$ cat src/rtl/mips_cpu_bus_pkg.sv
`default_nettype none
// ============================================================================
//  Module      : mips_cpu_bus_pkg
//  Description : Shared types and constants for the bus memory access unit:
//                access-size encoding, FSM state encoding, lane enables.
//  Revision    : 1.0  initial release
// ============================================================================
package mips_cpu_bus_pkg;

    // Access size as presented on req_size; 2'b11 is reserved (error)
    typedef enum logic [1:0] {
        SIZE_BYTE = 2'b00,
        SIZE_HALF = 2'b01,
        SIZE_WORD = 2'b10
    } size_e;

    // Transaction FSM
    typedef enum logic [1:0] {
        ST_IDLE  = 2'd0,
        ST_BUS   = 2'd1,
        ST_RDATA = 2'd2
    } state_e;

    // Byteenable patterns; offset k drives byteenable[k]
    localparam logic [3:0] BE_NONE = 4'b0000;
    localparam logic [3:0] BE_B0   = 4'b0001;
    localparam logic [3:0] BE_H0   = 4'b0011;
    localparam logic [3:0] BE_H2   = 4'b1100;
    localparam logic [3:0] BE_WORD = 4'b1111;

endpackage : mips_cpu_bus_pkg
`default_nettype wire

$ cat src/rtl/mips_cpu_bus_lane.sv
`default_nettype none
// ============================================================================
//  Module      : mips_cpu_bus_lane
//  Description : Combinational lane logic. Request side: alignment check,
//                byteenable and store-data steering. Load side: lane
//                extraction and sign/zero extension. Offset k maps to data
//                bits [31-8k -: 8].
//  Revision    : 1.0  initial release
// ============================================================================
module mips_cpu_bus_lane
    import mips_cpu_bus_pkg::*;
(
    input  logic [1:0]  i_req_size,
    input  logic [1:0]  i_req_off,
    input  logic [31:0] i_req_wdata,
    output logic [3:0]  o_req_be,
    output logic [31:0] o_req_wdata,
    output logic        o_req_misaligned,
    input  logic [1:0]  i_ld_size,
    input  logic [1:0]  i_ld_off,
    input  logic        i_ld_signed,
    input  logic [31:0] i_ld_rdata,
    output logic [31:0] o_ld_data
);

    logic [7:0]  w_ld_byte;
    logic [15:0] w_ld_half;

    // Request decode: enables, steered store data and alignment error
    always_comb begin
        o_req_be         = BE_NONE;
        o_req_wdata      = 32'h0;
        o_req_misaligned = 1'b0;
        case (i_req_size)
            SIZE_BYTE: begin
                o_req_be    = BE_B0 << i_req_off;
                o_req_wdata = {i_req_wdata[7:0], 24'h0} >> {i_req_off, 3'b000};
            end
            SIZE_HALF: begin
                if (i_req_off[0]) begin
                    o_req_misaligned = 1'b1;
                end else if (i_req_off[1]) begin
                    o_req_be    = BE_H2;
                    o_req_wdata = {16'h0, i_req_wdata[15:0]};
                end else begin
                    o_req_be    = BE_H0;
                    o_req_wdata = {i_req_wdata[15:0], 16'h0};
                end
            end
            SIZE_WORD: begin
                if (i_req_off != 2'b00) begin
                    o_req_misaligned = 1'b1;
                end else begin
                    o_req_be    = BE_WORD;
                    o_req_wdata = i_req_wdata;
                end
            end
            default: o_req_misaligned = 1'b1;
        endcase
    end

    // Load extraction: only the selected lane reaches the result, so
    // undriven (X) lanes on the bus never leak into the response
    always_comb begin
        w_ld_byte = 8'h0;
        case (i_ld_off)
            2'd0:    w_ld_byte = i_ld_rdata[31:24];
            2'd1:    w_ld_byte = i_ld_rdata[23:16];
            2'd2:    w_ld_byte = i_ld_rdata[15:8];
            default: w_ld_byte = i_ld_rdata[7:0];
        endcase
        w_ld_half = i_ld_off[1] ? i_ld_rdata[15:0] : i_ld_rdata[31:16];
        case (i_ld_size)
            SIZE_BYTE: o_ld_data = {{24{i_ld_signed & w_ld_byte[7]}}, w_ld_byte};
            SIZE_HALF: o_ld_data = {{16{i_ld_signed & w_ld_half[15]}}, w_ld_half};
            default:   o_ld_data = i_ld_rdata;
        endcase
    end

endmodule : mips_cpu_bus_lane
`default_nettype wire

$ cat src/rtl/mips_cpu_bus_mau.sv
`default_nettype none
// ============================================================================
//  Module      : mips_cpu_bus_mau
//  Description : Avalon-MM master memory access unit. Turns one core
//                load/store request into one Avalon read or write, handling
//                waitrequest stalls and load extension.
//                Optional macro MIPS_BUS_TIMEOUT_EN adds a waitrequest
//                timeout (TIMEOUT_CYCLES) that aborts with rsp_err.
//  Revision    : 1.0  initial release
// ============================================================================
module mips_cpu_bus_mau
    import mips_cpu_bus_pkg::*;
(
    input  logic        clk,
    input  logic        reset,
    input  logic        req_valid,
    output logic        req_ready,
    input  logic        req_write,
    input  logic [1:0]  req_size,
    input  logic        req_signed,
    input  logic [31:0] req_addr,
    input  logic [31:0] req_wdata,
    output logic        rsp_valid,
    output logic        rsp_err,
    output logic [31:0] rsp_rdata,
    output logic        busy,
    output logic [31:0] address,
    output logic        read,
    output logic        write,
    input  logic        waitrequest,
    output logic [31:0] writedata,
    output logic [3:0]  byteenable,
    input  logic [31:0] readdata
);

`ifdef MIPS_BUS_TIMEOUT_EN
    parameter int unsigned TIMEOUT_CYCLES = 64;
    localparam int unsigned c_CNT_W = $clog2(TIMEOUT_CYCLES + 1);
    localparam logic [c_CNT_W-1:0] c_TMO_LAST = c_CNT_W'(TIMEOUT_CYCLES - 1);
    logic [c_CNT_W-1:0] r_cnt;
`endif

    state_e      r_state;
    logic        r_read;
    logic        r_write;
    logic [31:0] r_address;
    logic [3:0]  r_be;
    logic [31:0] r_wdata;
    logic        r_rsp_valid;
    logic        r_rsp_err;
    logic [31:0] r_rsp_rdata;
    logic [1:0]  r_ld_size;
    logic [1:0]  r_ld_off;
    logic        r_ld_signed;

    logic [3:0]  w_be;
    logic [31:0] w_wdata;
    logic        w_misaligned;
    logic [31:0] w_ld_data;

    mips_cpu_bus_lane u_lane (
        .i_req_size       (req_size),
        .i_req_off        (req_addr[1:0]),
        .i_req_wdata      (req_wdata),
        .o_req_be         (w_be),
        .o_req_wdata      (w_wdata),
        .o_req_misaligned (w_misaligned),
        .i_ld_size        (r_ld_size),
        .i_ld_off         (r_ld_off),
        .i_ld_signed      (r_ld_signed),
        .i_ld_rdata       (readdata),
        .o_ld_data        (w_ld_data)
    );

    // Transaction FSM; response fields default to zero so rsp_valid pulses
    always_ff @(posedge clk) begin
        if (!reset) begin
            r_state     <= ST_IDLE;
            r_read      <= 1'b0;
            r_write     <= 1'b0;
            r_address   <= 32'h0;
            r_be        <= BE_NONE;
            r_wdata     <= 32'h0;
            r_rsp_valid <= 1'b0;
            r_rsp_err   <= 1'b0;
            r_rsp_rdata <= 32'h0;
            r_ld_size   <= 2'b00;
            r_ld_off    <= 2'b00;
            r_ld_signed <= 1'b0;
`ifdef MIPS_BUS_TIMEOUT_EN
            r_cnt       <= '0;
`endif
        end else begin
            r_rsp_valid <= 1'b0;
            r_rsp_err   <= 1'b0;
            r_rsp_rdata <= 32'h0;
            case (r_state)
                ST_IDLE: begin
                    if (req_valid) begin
                        if (w_misaligned) begin
                            r_rsp_valid <= 1'b1;
                            r_rsp_err   <= 1'b1;
                        end else begin
                            r_address   <= {req_addr[31:2], 2'b00};
                            r_be        <= w_be;
                            r_wdata     <= w_wdata;
                            r_read      <= ~req_write;
                            r_write     <= req_write;
                            r_ld_size   <= req_size;
                            r_ld_off    <= req_addr[1:0];
                            r_ld_signed <= req_signed;
                            r_state     <= ST_BUS;
`ifdef MIPS_BUS_TIMEOUT_EN
                            r_cnt       <= '0;
`endif
                        end
                    end
                end
                ST_BUS: begin
                    if (!waitrequest) begin
                        r_read  <= 1'b0;
                        r_write <= 1'b0;
                        if (r_write) begin
                            r_rsp_valid <= 1'b1;
                            r_state     <= ST_IDLE;
                        end else begin
                            r_state <= ST_RDATA;
                        end
                    end
`ifdef MIPS_BUS_TIMEOUT_EN
                    else if (r_cnt == c_TMO_LAST) begin
                        r_read      <= 1'b0;
                        r_write     <= 1'b0;
                        r_rsp_valid <= 1'b1;
                        r_rsp_err   <= 1'b1;
                        r_state     <= ST_IDLE;
                    end else begin
                        r_cnt <= r_cnt + 1'b1;
                    end
`endif
                end
                ST_RDATA: begin
                    r_rsp_valid <= 1'b1;
                    r_rsp_rdata <= w_ld_data;
                    r_state     <= ST_IDLE;
                end
                default: r_state <= ST_IDLE;
            endcase
        end
    end

    assign req_ready  = (r_state == ST_IDLE);
    assign busy       = (r_state != ST_IDLE);
    assign address    = r_address;
    assign read       = r_read;
    assign write      = r_write;
    assign writedata  = r_wdata;
    assign byteenable = r_be;
    assign rsp_valid  = r_rsp_valid;
    assign rsp_err    = r_rsp_err;
    assign rsp_rdata  = r_rsp_rdata;

endmodule : mips_cpu_bus_mau
`default_nettype wire

$ cat config.mk
export PLATFORM = sky130hd
export DESIGN_NAME = mips_cpu_bus_mau
export DESIGN_NICKNAME = d
export VERILOG_FILES = /design/src/rtl/mips_cpu_bus_pkg.sv /design/src/rtl/mips_cpu_bus_lane.sv /design/src/rtl/mips_cpu_bus_mau.sv
export SDC_FILE = /design/constraint.sdc
export NUM_CORES = 1
export LEC_CHECK = 0
export ABC_AREA = 0
export BUFFER_PORTS_ARGS = -buffer_cell sky130_fd_sc_hd__buf_2
export CAP_MARGIN = 20
export CORE_AREA = 5 5 86 120
export CTS_BUF_LIST = sky130_fd_sc_hd__clkbuf_4
export CTS_CLUSTER_DIAMETER = 50
export DETAILED_ROUTE_END_ITERATION = 12
export DIE_AREA = 0 0 91 125
export GPL_ROUTABILITY_DRIVEN = 0
export PLACE_DENSITY = 0.84
export SLEW_MARGIN = 5
export SYNTH_ARGS = -nofsm -noshare
export SYNTH_HDL_FRONTEND = slang
export SYNTH_SLANG_ARGS = --single-unit
$ cat constraint.sdc
create_clock -name clk -period 3.2 [get_ports clk]
set_input_delay 0.32 -clock clk [delete_from_list [all_inputs] [get_ports clk]]
set_output_delay 0.32 -clock clk [all_outputs]
set_load 0.005 [all_outputs]
==> results of run 1 <==
-- power by group --
part	total, uW	internal (uW)	switching, uW
registers	1430	1400	32.3
logic	397	159	238
clock network	675	234	441
-- layout make-up --
| class | count | area (um2) |
|---|---|---|
| sequential | 109 | 2180 |
| antenna | 2 | 5.00 |
| multi-input combinational | 376 | 2210 |
| timing repair buffer | 216 | 1100 |
| clock buffer | 9 | 67.6 |
| clock inverter | 7 | 66.3 |
| tap | 110 | 138 |
| inverter | 4 | 16.3 |
| fill | 846 | 3410 |
-- cells by family (layout without fill, tap and decap cells) --
| family | Yosys count | count (layout) | synth area share, % |
|---|---|---|---|
| xor gates and xnor gates | 1 | 1 | 0.189 |
| DFF | 109 | 109 | 47.2 |
| AOI/OAI and AO/OA | 152 | 152 | 23.9 |
| and+or+nand+nor | 209 | 209 | 20.3 |
| muxes | 12 | 12 | 2.84 |
| other | 1 | 4 | 0.0810 |
| buffers and inverters | 56 | 236 | 5.46 |
-- flip-flops by register name, summed over array words and instances, names as in the netlist --
name         flops
r_ld_signed      1
writedata       32
rsp_rdata       32
read             1
rsp_valid        1
address         30
r_ld_off         2
r_ld_size        2
r_state          2
write            1
rsp_err          1
byteenable       4
-- path summary, 6_finish.rpt --
| path | cells past startpoint | startpoint | end | slack (ns) |
|---|---|---|---|---|
| worst max-delay path | 4 | r_ld_size[0] | rsp_rdata[5] | 1.10 |
| worst min-delay path | 2 | req_write | read | 0.03 |
| worst max register to register | 4 | r_ld_size[0] | rsp_rdata[5] | 1.10 |
| worst min register to register | 2 | address[9] | address[9] | 0.47 |
-- metrics by stage --
step	instances	total power, uW
final	833	2510
after floorplan	541	1680
after global routing	833	2610
after CTS	831	2520
after detailed placement	815	1850
after global placement	815	1840
-- placed cells by master, fill, tap and decap left out, types with 2 or more instances in the layout --
| cell | synthesis | layout |
|---|---|---|
| sky130_fd_sc_hd__conb_1 | 1 | 2 |
| sky130_fd_sc_hd__a221oi_1 | 9 | 9 |
| sky130_fd_sc_hd__clkinv_4 | 0 | 2 |
| sky130_fd_sc_hd__a22oi_1 | 17 | 17 |
| sky130_fd_sc_hd__nor3b_1 | 5 | 5 |
| sky130_fd_sc_hd__buf_2 | 23 | 207 |
| sky130_fd_sc_hd__a211oi_1 | 4 | 4 |
| sky130_fd_sc_hd__nor3_1 | 28 | 28 |
| sky130_fd_sc_hd__o221a_2 | 7 | 7 |
| sky130_fd_sc_hd__a32oi_1 | 15 | 15 |
| sky130_fd_sc_hd__o21ai_0 | 12 | 12 |
| sky130_fd_sc_hd__or3_1 | 2 | 2 |
| sky130_fd_sc_hd__a22o_1 | 9 | 9 |
| sky130_fd_sc_hd__nor2_1 | 31 | 31 |
| sky130_fd_sc_hd__diode_2 | 0 | 2 |
| sky130_fd_sc_hd__nor2b_1 | 3 | 3 |
| sky130_fd_sc_hd__a21oi_1 | 40 | 40 |
| sky130_fd_sc_hd__o211ai_1 | 16 | 16 |
| sky130_fd_sc_hd__a31oi_1 | 9 | 9 |
| sky130_fd_sc_hd__mux2i_1 | 3 | 3 |
| sky130_fd_sc_hd__mux2_2 | 9 | 9 |
| sky130_fd_sc_hd__nand2_1 | 118 | 118 |
| sky130_fd_sc_hd__dfxtp_1 | 109 | 109 |
| sky130_fd_sc_hd__clkbuf_4 | 0 | 9 |
| sky130_fd_sc_hd__nor3_2 | 3 | 3 |
| sky130_fd_sc_hd__nand3b_1 | 3 | 3 |
| sky130_fd_sc_hd__buf_4 | 3 | 9 |
| sky130_fd_sc_hd__clkinv_1 | 1 | 4 |
| sky130_fd_sc_hd__or2_1 | 2 | 2 |
| sky130_fd_sc_hd__o31ai_2 | 8 | 8 |
| sky130_fd_sc_hd__nand3_1 | 5 | 5 |
-- per-layer routing --
layer  track usage (%)  routed length, um  vias to the layer above
met5                 0                 13                        -
met4              14.2                583                        2
met3              4.57               1250                       45
met2              41.0               7190                      283
met1              27.1               5370                     2300
li1                  -                  -                     2281
==> impl_metrics.tcl, run 1 <==
set metrics [dict create \
    post_synth.cell_area_avg_um2 8.57 \
    number_of_enable_type_register_cells_in_the_synthesized_netlist 0 \
    grt_usage_pct 23.9 \
    synth_cell_types 50 \
    setup_tns_ns 0 \
    ant_nets 0 \
    yosys_most_used_dff "sky130_fd_sc_hd__dfxtp_1" \
    dp_hpwl_um 10700 \
    critical_path.startpoint_type "flop" \
    overflow 0 \
    max_clock_freq_ghz 0.477 \
    final.setup.worst_slack_ns 1.10 \
    min_period_over_period_pct 65.5 \
    synth_largest_area_cell "sky130_fd_sc_hd__dfxtp_1" \
    worst_ep_arrival_time_ns 2.52 \
    fraction_of_post_synthesis_cell_area_in_the_top_cell_type_by_area_pct 47.2 \
    ffs_latches_synth 109 \
    routed_via_density 5.90 \
    dieHeight_um 125 \
    firstDrtPassIters 5 \
    vias 4911 \
    nets 820 \
    status "finished, final reports clean" \
    area.growth.synth_to_final_pct 25.0 \
    critPathTopFamily "simple AND/OR/NAND/NOR gates" \
    setup_viol 0 \
    cts.repair_timing.setup_buffer_count 0 \
    timing_max_transition_violations_final 0 \
    synth-warning-count 0 \
    floorplan.rows 42 \
    finalInstanceArea_um2 5790 \
    endpoints_failing_hold 0 \
    required_ns 3.62 \
    ctsLongestPathBuffers 2 \
    grt_antenna_before_repair 3 \
    critPathMaxFanout 18 \
    preCtsSetupSlack_ns 0.847 \
    worst_setup_hold_path_clk_slew_ns 0.16 \
    yosys-top-cells-area "sky130_fd_sc_hd__dfxtp_1, sky130_fd_sc_hd__nand2_1, sky130_fd_sc_hd__a21oi_1" \
    finClkSkew_ns 0.0128 \
    num_io_pins 210 \
    cts_made_buffers 9 \
    whs_ns 0.0288 \
    area_of_the_die_um2 11400 \
    maxCapViolations 0 \
    rsz0062_at_grt "no" \
    worst_setup_ep_type "flop" \
    die_w_um 91 \
    drt-wirelength-per-cell_um 17.3 \
    cts_tree "yes" \
    start_util_pct 50.3 \
    cts_repair_resize_count 0 \
    drive_gt1_share_pct 36.3 \
    final_routed_drc_violation_total 0 \
    htree_num_levels 3 \
    first_global_vias 4720 \
    power_per_cell_area_nw_per_um2 433 \
    critical_path.max_stage_delay_ns 0.75 \
    grt_max_degree 50 \
    placeableCoreArea_um2 9200 \
    hold_class "primary input to flop" \
    synth_sequential_area_ratio_pct 47.2 \
    post_synth_inst_count 540 \
    iteration_0_drc_markers 286 \
    final_core_util_pct 62.9 \
    static-leakage-power_uw 0.00264 \
    numPortBuffers 207 \
    crit_chain "or2_1 > nor3b_1 > nor3_1 > o221a_2" \
    final_critical_path_required_period_ns 2.10 \
    critPathSlowestCell "sky130_fd_sc_hd__dfxtp_1" \
    netlist_area_um2 4630 \
    cts_root_buf "sky130_fd_sc_hd__clkbuf_4" \
    slew-limit-headroom_pct 46.4 \
    place_area_um2 5650 \
    crit_type "flop to flop" \
    ir_drop_mv 0.287 \
    clk_latency_ns 0.46 \
    drt_wl_total_um 14400 \
    grt_pass1_wl_um 22600 \
    synth.most_common_cell "sky130_fd_sc_hd__nand2_1" \
    timing_worst_slew_pin_value_ns 0.798 \
    synthArstFlopShare_pct 0 \
    synthTopCellsByCount "sky130_fd_sc_hd__nand2_1, sky130_fd_sc_hd__dfxtp_1, sky130_fd_sc_hd__a21oi_1" \
    critical_path_buf_inv_count 0 \
    postCtsHoldBufs 0 \
    clock_sink_count 109 \
]
(Power assumes the default switching activity.)
==> run 2: changes to the inputs <==
--- a/config.mk
+++ b/config.mk
@@ -5,16 +5,16 @@
 export SDC_FILE = /design/constraint.sdc
 export NUM_CORES = 1
 export LEC_CHECK = 0
-export ABC_AREA = 0
+export ABC_AREA = 1
 export BUFFER_PORTS_ARGS = -buffer_cell sky130_fd_sc_hd__buf_2
 export CAP_MARGIN = 20
-export CORE_AREA = 5 5 86 120
+export CORE_AREA = 5 5 96 133
 export CTS_BUF_LIST = sky130_fd_sc_hd__clkbuf_4
 export CTS_CLUSTER_DIAMETER = 50
 export DETAILED_ROUTE_END_ITERATION = 12
-export DIE_AREA = 0 0 91 125
+export DIE_AREA = 0 0 101 138
 export GPL_ROUTABILITY_DRIVEN = 0
-export PLACE_DENSITY = 0.84
+export PLACE_DENSITY = 0.75
 export SLEW_MARGIN = 5
 export SYNTH_ARGS = -nofsm -noshare
 export SYNTH_HDL_FRONTEND = slang
==> constraint.sdc (replaced) <==
create_clock -name clk -period 1.82 [get_ports clk]
set_input_delay 0.182 -clock clk [delete_from_list [all_inputs] [get_ports clk]]
set_output_delay 0.182 -clock clk [all_outputs]
set_load 0.005 [all_outputs]
==> impl_metrics.tcl, run 2 <==
set metrics [dict create \
    critical_path.startpoint_type "flop" \
    ctsLongestPathBuffers 2 \
    clock_power_share_pct 26.5 \
    dp_hpwl_um 12300 \
    synth_largest_area_cell "sky130_fd_sc_hd__dfxtp_1" \
    placeableCoreArea_um2 11300 \
    final.setup.worst_slack_ns 0.273 \
    cts_root_buf "sky130_fd_sc_hd__clkbuf_4" \
    iteration_0_drc_markers 265 \
    synth_cell_types 29 \
    cts_repair_resize_count 0 \
    ffs_latches_synth 109 \
    final_routed_drc_violation_total 0 \
    min_period_over_period_pct 85.0 \
    hold_class "primary input to flop" \
    synth-warning-count 0 \
    grt_pass1_wl_um 27200 \
    worstRegToRegCells 6 \
    nets 1099 \
    p_sw_share_pct 31.7 \
    synthArstFlopShare_pct 0 \
    netlist_area_um2 5010 \
    postCtsHoldBufs 52 \
    ant_nets 0 \
    netSwitchingPower_uw 1470 \
    min_delay_worst_endpoint "rsp_rdata[23]" \
    cts_tree "yes" \
    critPathMaxFanout 55 \
    power_per_cell_area_nw_per_um2 679 \
    worst_setup_ep_type "flop" \
    timing_worst_slew_pin_value_ns 0.519 \
    floorplan.rows 46 \
    slew-limit-headroom_pct 65.4 \
    endpoints_failing_hold 0 \
    post_synth.cell_area_avg_um2 6.72 \
    dieHeight_um 138 \
    preCtsSetupSlack_ns 0.182 \
    worst_ep_arrival_time_ns 1.94 \
    seq_power_share_pct 54.1 \
    cts_made_buffers 9 \
    ir_drop_mv 0.397 \
    max_clock_freq_ghz 0.646 \
    numPortBuffers 207 \
    vias 5820 \
    worst_setup_hold_path_clk_slew_ns 0.20 \
    first_global_vias 5751 \
    worst_reg2reg_endpoint "writedata[6]" \
    htree_num_levels 3 \
    final_critical_path_required_period_ns 1.55 \
    worstHoldStart "readdata[23]" \
    required_ns 2.21 \
    cts.repair_timing.setup_buffer_count 0 \
    maxCapViolations 0 \
    final_core_util_pct 60.4 \
    setup_viol 0 \
    critical_path.max_stage_delay_ns 0.42 \
    clk_latency_ns 0.48 \
    finClkSkew_ns 0.0275 \
    number_of_enable_type_register_cells_in_the_synthesized_netlist 0 \
    crit_chain "nor2_4 > inv_2 > nor3_4 > buf_12 > nand2_1 > a21oi_1" \
    yosys-top-cells-area "sky130_fd_sc_hd__dfxtp_1, sky130_fd_sc_hd__nand2_1, sky130_fd_sc_hd__nor2_1" \
    die_w_um 101 \
    setup_tns_ns 0 \
    critPathSlowestCell "sky130_fd_sc_hd__dfxtp_1" \
    worst_hold_stages 5 \
    routed_via_density 5.07 \
    area.growth.synth_to_final_pct 36.8 \
    timing_max_transition_violations_final 0 \
    most_common_library_cell_in_the_layout_ignoring_fill_and_taps "sky130_fd_sc_hd__nand2_1" \
    drive_gt1_share_pct 26.7 \
    grt_max_degree 56 \
    total_power_uw 4650 \
    reg2reg_setup_slack_ns 0.27 \
    overflow 0 \
    grt_antenna_before_repair 4 \
    num_io_pins 210 \
    yosys_most_used_dff "sky130_fd_sc_hd__dfxtp_1" \
    internal_power_uw 3180 \
    synthTopCellsByCount "sky130_fd_sc_hd__nand2_1, sky130_fd_sc_hd__dfxtp_1, sky130_fd_sc_hd__nor2_1" \
    power.share.combinational_pct 19.4 \
    grt_usage_pct 23.8 \
    status "finished, final reports clean" \
    drt_wl_total_um 17000 \
    drt-wirelength-per-cell_um 14.8 \
    clock_sink_count 109 \
    rsz0062_at_grt "no" \
    area_of_the_die_um2 13900 \
    fraction_of_post_synthesis_cell_area_in_the_top_cell_type_by_area_pct 43.6 \
    synth.most_common_cell "sky130_fd_sc_hd__nand2_1" \
    most-common-layout-cells "sky130_fd_sc_hd__nand2_1, sky130_fd_sc_hd__buf_2, sky130_fd_sc_hd__dfxtp_1" \
    firstDrtPassIters 5 \
    static-leakage-power_uw 0.00343 \
    synth_sequential_area_ratio_pct 43.6 \
    start_util_pct 44.2 \
    whs_ns 0.0368 \
    reg_to_reg_start "r_state[0]" \
    post_synth_inst_count 745 \
    crit_type "flop to flop" \
]
-- run 2: changes by cell type after synthesis, sizes merged, moves of 15 or more --
| cell | previous run | this run |
|---|---|---|
| a22oi | 17 | 1 |
| o21ai | 13 | 45 |
| nor2 | 31 | 95 |
| a32oi | 15 | 0 |
| nand3 | 5 | 58 |
| inv | 2 | 36 |
| nand2 | 119 | 273 |
| nor3 | 31 | 3 |
| nand4 | 1 | 17 |
| o211ai | 16 | 0 |
-- run 2: cell families (layout without fill, tap and decap cells) --
logic type / count (synthesis) / after routing / share of synthesized area [%]
other cells: 1 / 6 / 0.0749
buf+inv: 85 / 339 / 8.12
compound gates: 101 / 101 / 10.9
flops: 109 / 109 / 43.6
simple gates: 449 / 449 / 37.3
-- run 2: layout make-up --
cell class                 count  area (um2)
fill                        1065        4490
multi-input combinational    552        2420
sequential                   109        2180
timing repair buffer         283        1760
tap                          144         180
inverter                      40         150
clock inverter                 7        76.3
clock buffer                   9        67.6
antenna                        4        10.0
-- run 2: metal layers --
metal,vias to the layer above,track usage [%],share of wire (%)
met4,0,14.3,5.2
met1,2603,26.4,37
met5,-,0,0
li1,2882,-,-
met2,272,41.2,51
met3,63,4.28,7.0
-- run 2: power groups by stage --
stage | clock, uW | combinational, uW | sequential [uW]
after global routing | 1370 | 999 | 2530
final | 1230 | 902 | 2520
after floorplan | 0 | 457 | 2570
after CTS | 1280 | 899 | 2520
after detailed placement | 0 | 805 | 2570
after global placement | 0 | 801 | 2560
-- run 2: stage by stage --
stage          cells  cell area (um2)
2_1_floorplan    746             5010
3_3_place_gp    1076             6180
3_5_place_dp    1076             6180
4_1_cts         1144             6840
5_1_grt         1148             6850
6_report        1148             6850
-- run 2: worst max path at each step --
stage,startpoint,endpoint,cells after the start
finish,r_state[0],writedata[6],6
global placement,req_addr[0],writedata[30],9
floorplan,r_ld_off[1],rsp_rdata[18],9
global route,r_ld_off[1],rsp_rdata[17],8
detailed placement,req_addr[0],writedata[30],9
CTS,r_state[0],writedata[7],6
-- run 2: worst max-delay path, delay by kind of cell, from the launching register on --
kind,cells,cell delay [ns]
and+or+nand+nor,3,0.53
AOI/OAI and AO/OA,1,0.15
buffers and inverters,2,0.38
DFF,1,0.42
==> run 3: changes to the inputs <==
--- a/config.mk
+++ b/config.mk
@@ -15,6 +15,7 @@
 export DIE_AREA = 0 0 101 138
 export GPL_ROUTABILITY_DRIVEN = 0
 export PLACE_DENSITY = 0.75
+export RECOVER_POWER = 25
 export SLEW_MARGIN = 5
 export SYNTH_ARGS = -nofsm -noshare
 export SYNTH_HDL_FRONTEND = slang
==> constraint.sdc (replaced) <==
create_clock -name clk -period 1.82 [get_ports clk]
set_input_delay 0.091 -clock clk [delete_from_list [all_inputs] [get_ports clk]]
set_output_delay 0.091 -clock clk [all_outputs]
set_load 0.005 [all_outputs]
==> impl_metrics.tcl, run 3 (synthesized netlist as in run 2, its figures left out) <==
set metrics [dict create \
    overflow 0 \
    clock_power_share_pct 26.0 \
    final_critical_path_required_period_ns 1.75 \
    grt_antenna_before_repair 1 \
    setup_viol 0 \
    grt_usage_pct 24.6 \
    seq_power_share_pct 53.3 \
    ctsLongestPathBuffers 2 \
    worst_setup_hold_path_clk_slew_ns 0.18 \
    most-common-layout-cells "sky130_fd_sc_hd__nand2_1, sky130_fd_sc_hd__buf_2, sky130_fd_sc_hd__dfxtp_1" \
    min_period_over_period_pct 96.0 \
    vias 6009 \
    nFillCells 1028 \
    power.share.combinational_pct 20.7 \
    ant_nets 0 \
    ir_drop_mv 0.331 \
    power_per_cell_area_nw_per_um2 648 \
    slew-limit-headroom_pct 66.3 \
    num_io_pins 210 \
    crit_type "primary input to flop" \
    most_common_library_cell_in_the_layout_ignoring_fill_and_taps "sky130_fd_sc_hd__nand2_1" \
    drive_gt1_share_pct 22.5 \
    first_global_vias 5922 \
    critical_path.startpoint_type "primary input" \
    grt_pass1_wl_um 28300 \
    cts.repair_timing.setup_buffer_count 0 \
    endpoints_failing_hold 0 \
    cts_tree "yes" \
    internal_power_uw 3240 \
    worst_ep_arrival_time_ns 2.15 \
    hold_class "primary input to flop" \
    rsz0062_at_grt "no" \
    timing_worst_slew_pin_value_ns 0.504 \
    grt_max_degree 72 \
    placeableCoreArea_um2 11300 \
    critPathMaxFanout 8 \
    numPortBuffers 207 \
    final_routed_drc_violation_total 0 \
    clock_sink_count 109 \
    finalInstanceArea_um2 7280 \
    floorplan.rows 46 \
    status "finished, final reports clean" \
    firstDrtPassIters 5 \
    area_of_the_die_um2 13900 \
    die_w_um 101 \
    drt_wl_total_um 17500 \
    maxCapViolations 0 \
    cts_made_buffers 9 \
    place_area_um2 6160 \
    drt-wirelength-per-cell_um 14.6 \
    htree_num_levels 3 \
    p_sw_share_pct 31.3 \
    cts_root_buf "sky130_fd_sc_hd__clkbuf_4" \
    start_util_pct 44.2 \
    netSwitchingPower_uw 1480 \
    area.growth.synth_to_final_pct 45.4 \
    clk_latency_ns 0.47 \
    dp_hpwl_um 11900 \
    finClkSkew_ns 0.0318 \
    timing_max_transition_violations_final 0 \
    required_ns 2.22 \
    static-leakage-power_uw 0.00352 \
    worst_setup_ep_type "flop" \
    iteration_0_drc_markers 240 \
    nets 1145 \
    max_clock_freq_ghz 0.572 \
    dieHeight_um 138 \
    routed_via_density 5.04 \
    setup_tns_ns 0 \
]
[run 3: final timing paths]
kind | start | endpoint | slack [ns] | cells past startpoint
worst max-delay path | req_addr[1] | writedata[14] | 0.07 | 10
worst min register to register | read | read | 0.47 | 2
worst min-delay path | req_size[0] | r_ld_size[0] | 0.04 | 3
worst max register to register | r_state[0] | writedata[17] | 0.27 | 6
[run 3: metal layers]
metal | GRT usage (%) | vias up | routed length [um]
li1 | - | 2973 | -
met1 | 26.6 | 2684 | 6240
met2 | 43.9 | 285 | 9000
met3 | 5.13 | 67 | 1330
met4 | 13.2 | 0 | 883
met5 | 0 | - | 0
[run 3: area by class of cell]
class / count / area [um2] / share of cell area (%)
clock inverter: 7 / 75.1 / 1.03
inverter: 40 / 150 / 2.06
multi-input combinational: 552 / 2430 / 33.4
timing repair buffer: 329 / 2190 / 30.1
clock buffer: 9 / 67.6 / 0.928
sequential: 109 / 2180 / 30.0
antenna: 3 / 7.51 / 0.103
tap: 144 / 180 / 2.47
[run 3: repair_timing]
action	4_1_cts	5_1_grt
hold buffers	100	0
endpoints found under the setup margin	0	8
hold endpoints to repair	95	0
gates resized for setup	0	2
[run 3: power groups by stage]
stage	Sequential, uW	Clock, uW	Combinational [uW]
6_report	2520	1230	976
5_1_grt	2530	1360	1080
4_1_cts	2520	1290	964
3_5_place_dp	2570	0	793
3_3_place_gp	2560	0	792
2_1_floorplan	2570	0	457
[run 3: stage by stage]
step	std cells	power (uW)	hold slack (ns)	setup WS, ns	util [%]
CTS	1190	4780	0.00286	0.0435	64.4
detailed placement	1074	3360	0.348	0.309	54.3
global placement	1074	3360	0.338	0.285	54.3
floorplan	746	3020	0.241	0.397	-
global route	1191	4980	0.0205	0.00526	64.2
finish	1193	4720	0.0424	0.0727	64.2
[run 3: critical path, stage by stage]
cell and delay [ns]:
sky130_fd_sc_hd__buf_2 0.14, sky130_fd_sc_hd__dlygate4sd3_1 0.60, sky130_fd_sc_hd__nor2_1 0.17, sky130_fd_sc_hd__nand2_1 0.14, sky130_fd_sc_hd__nand2_4 0.15, sky130_fd_sc_hd__nand2_1 0.06, sky130_fd_sc_hd__nand2_1 0.05, sky130_fd_sc_hd__dlygate4sd3_1 0.55
sky130_fd_sc_hd__nand2_1 0.05, sky130_fd_sc_hd__a21oi_1 0.13
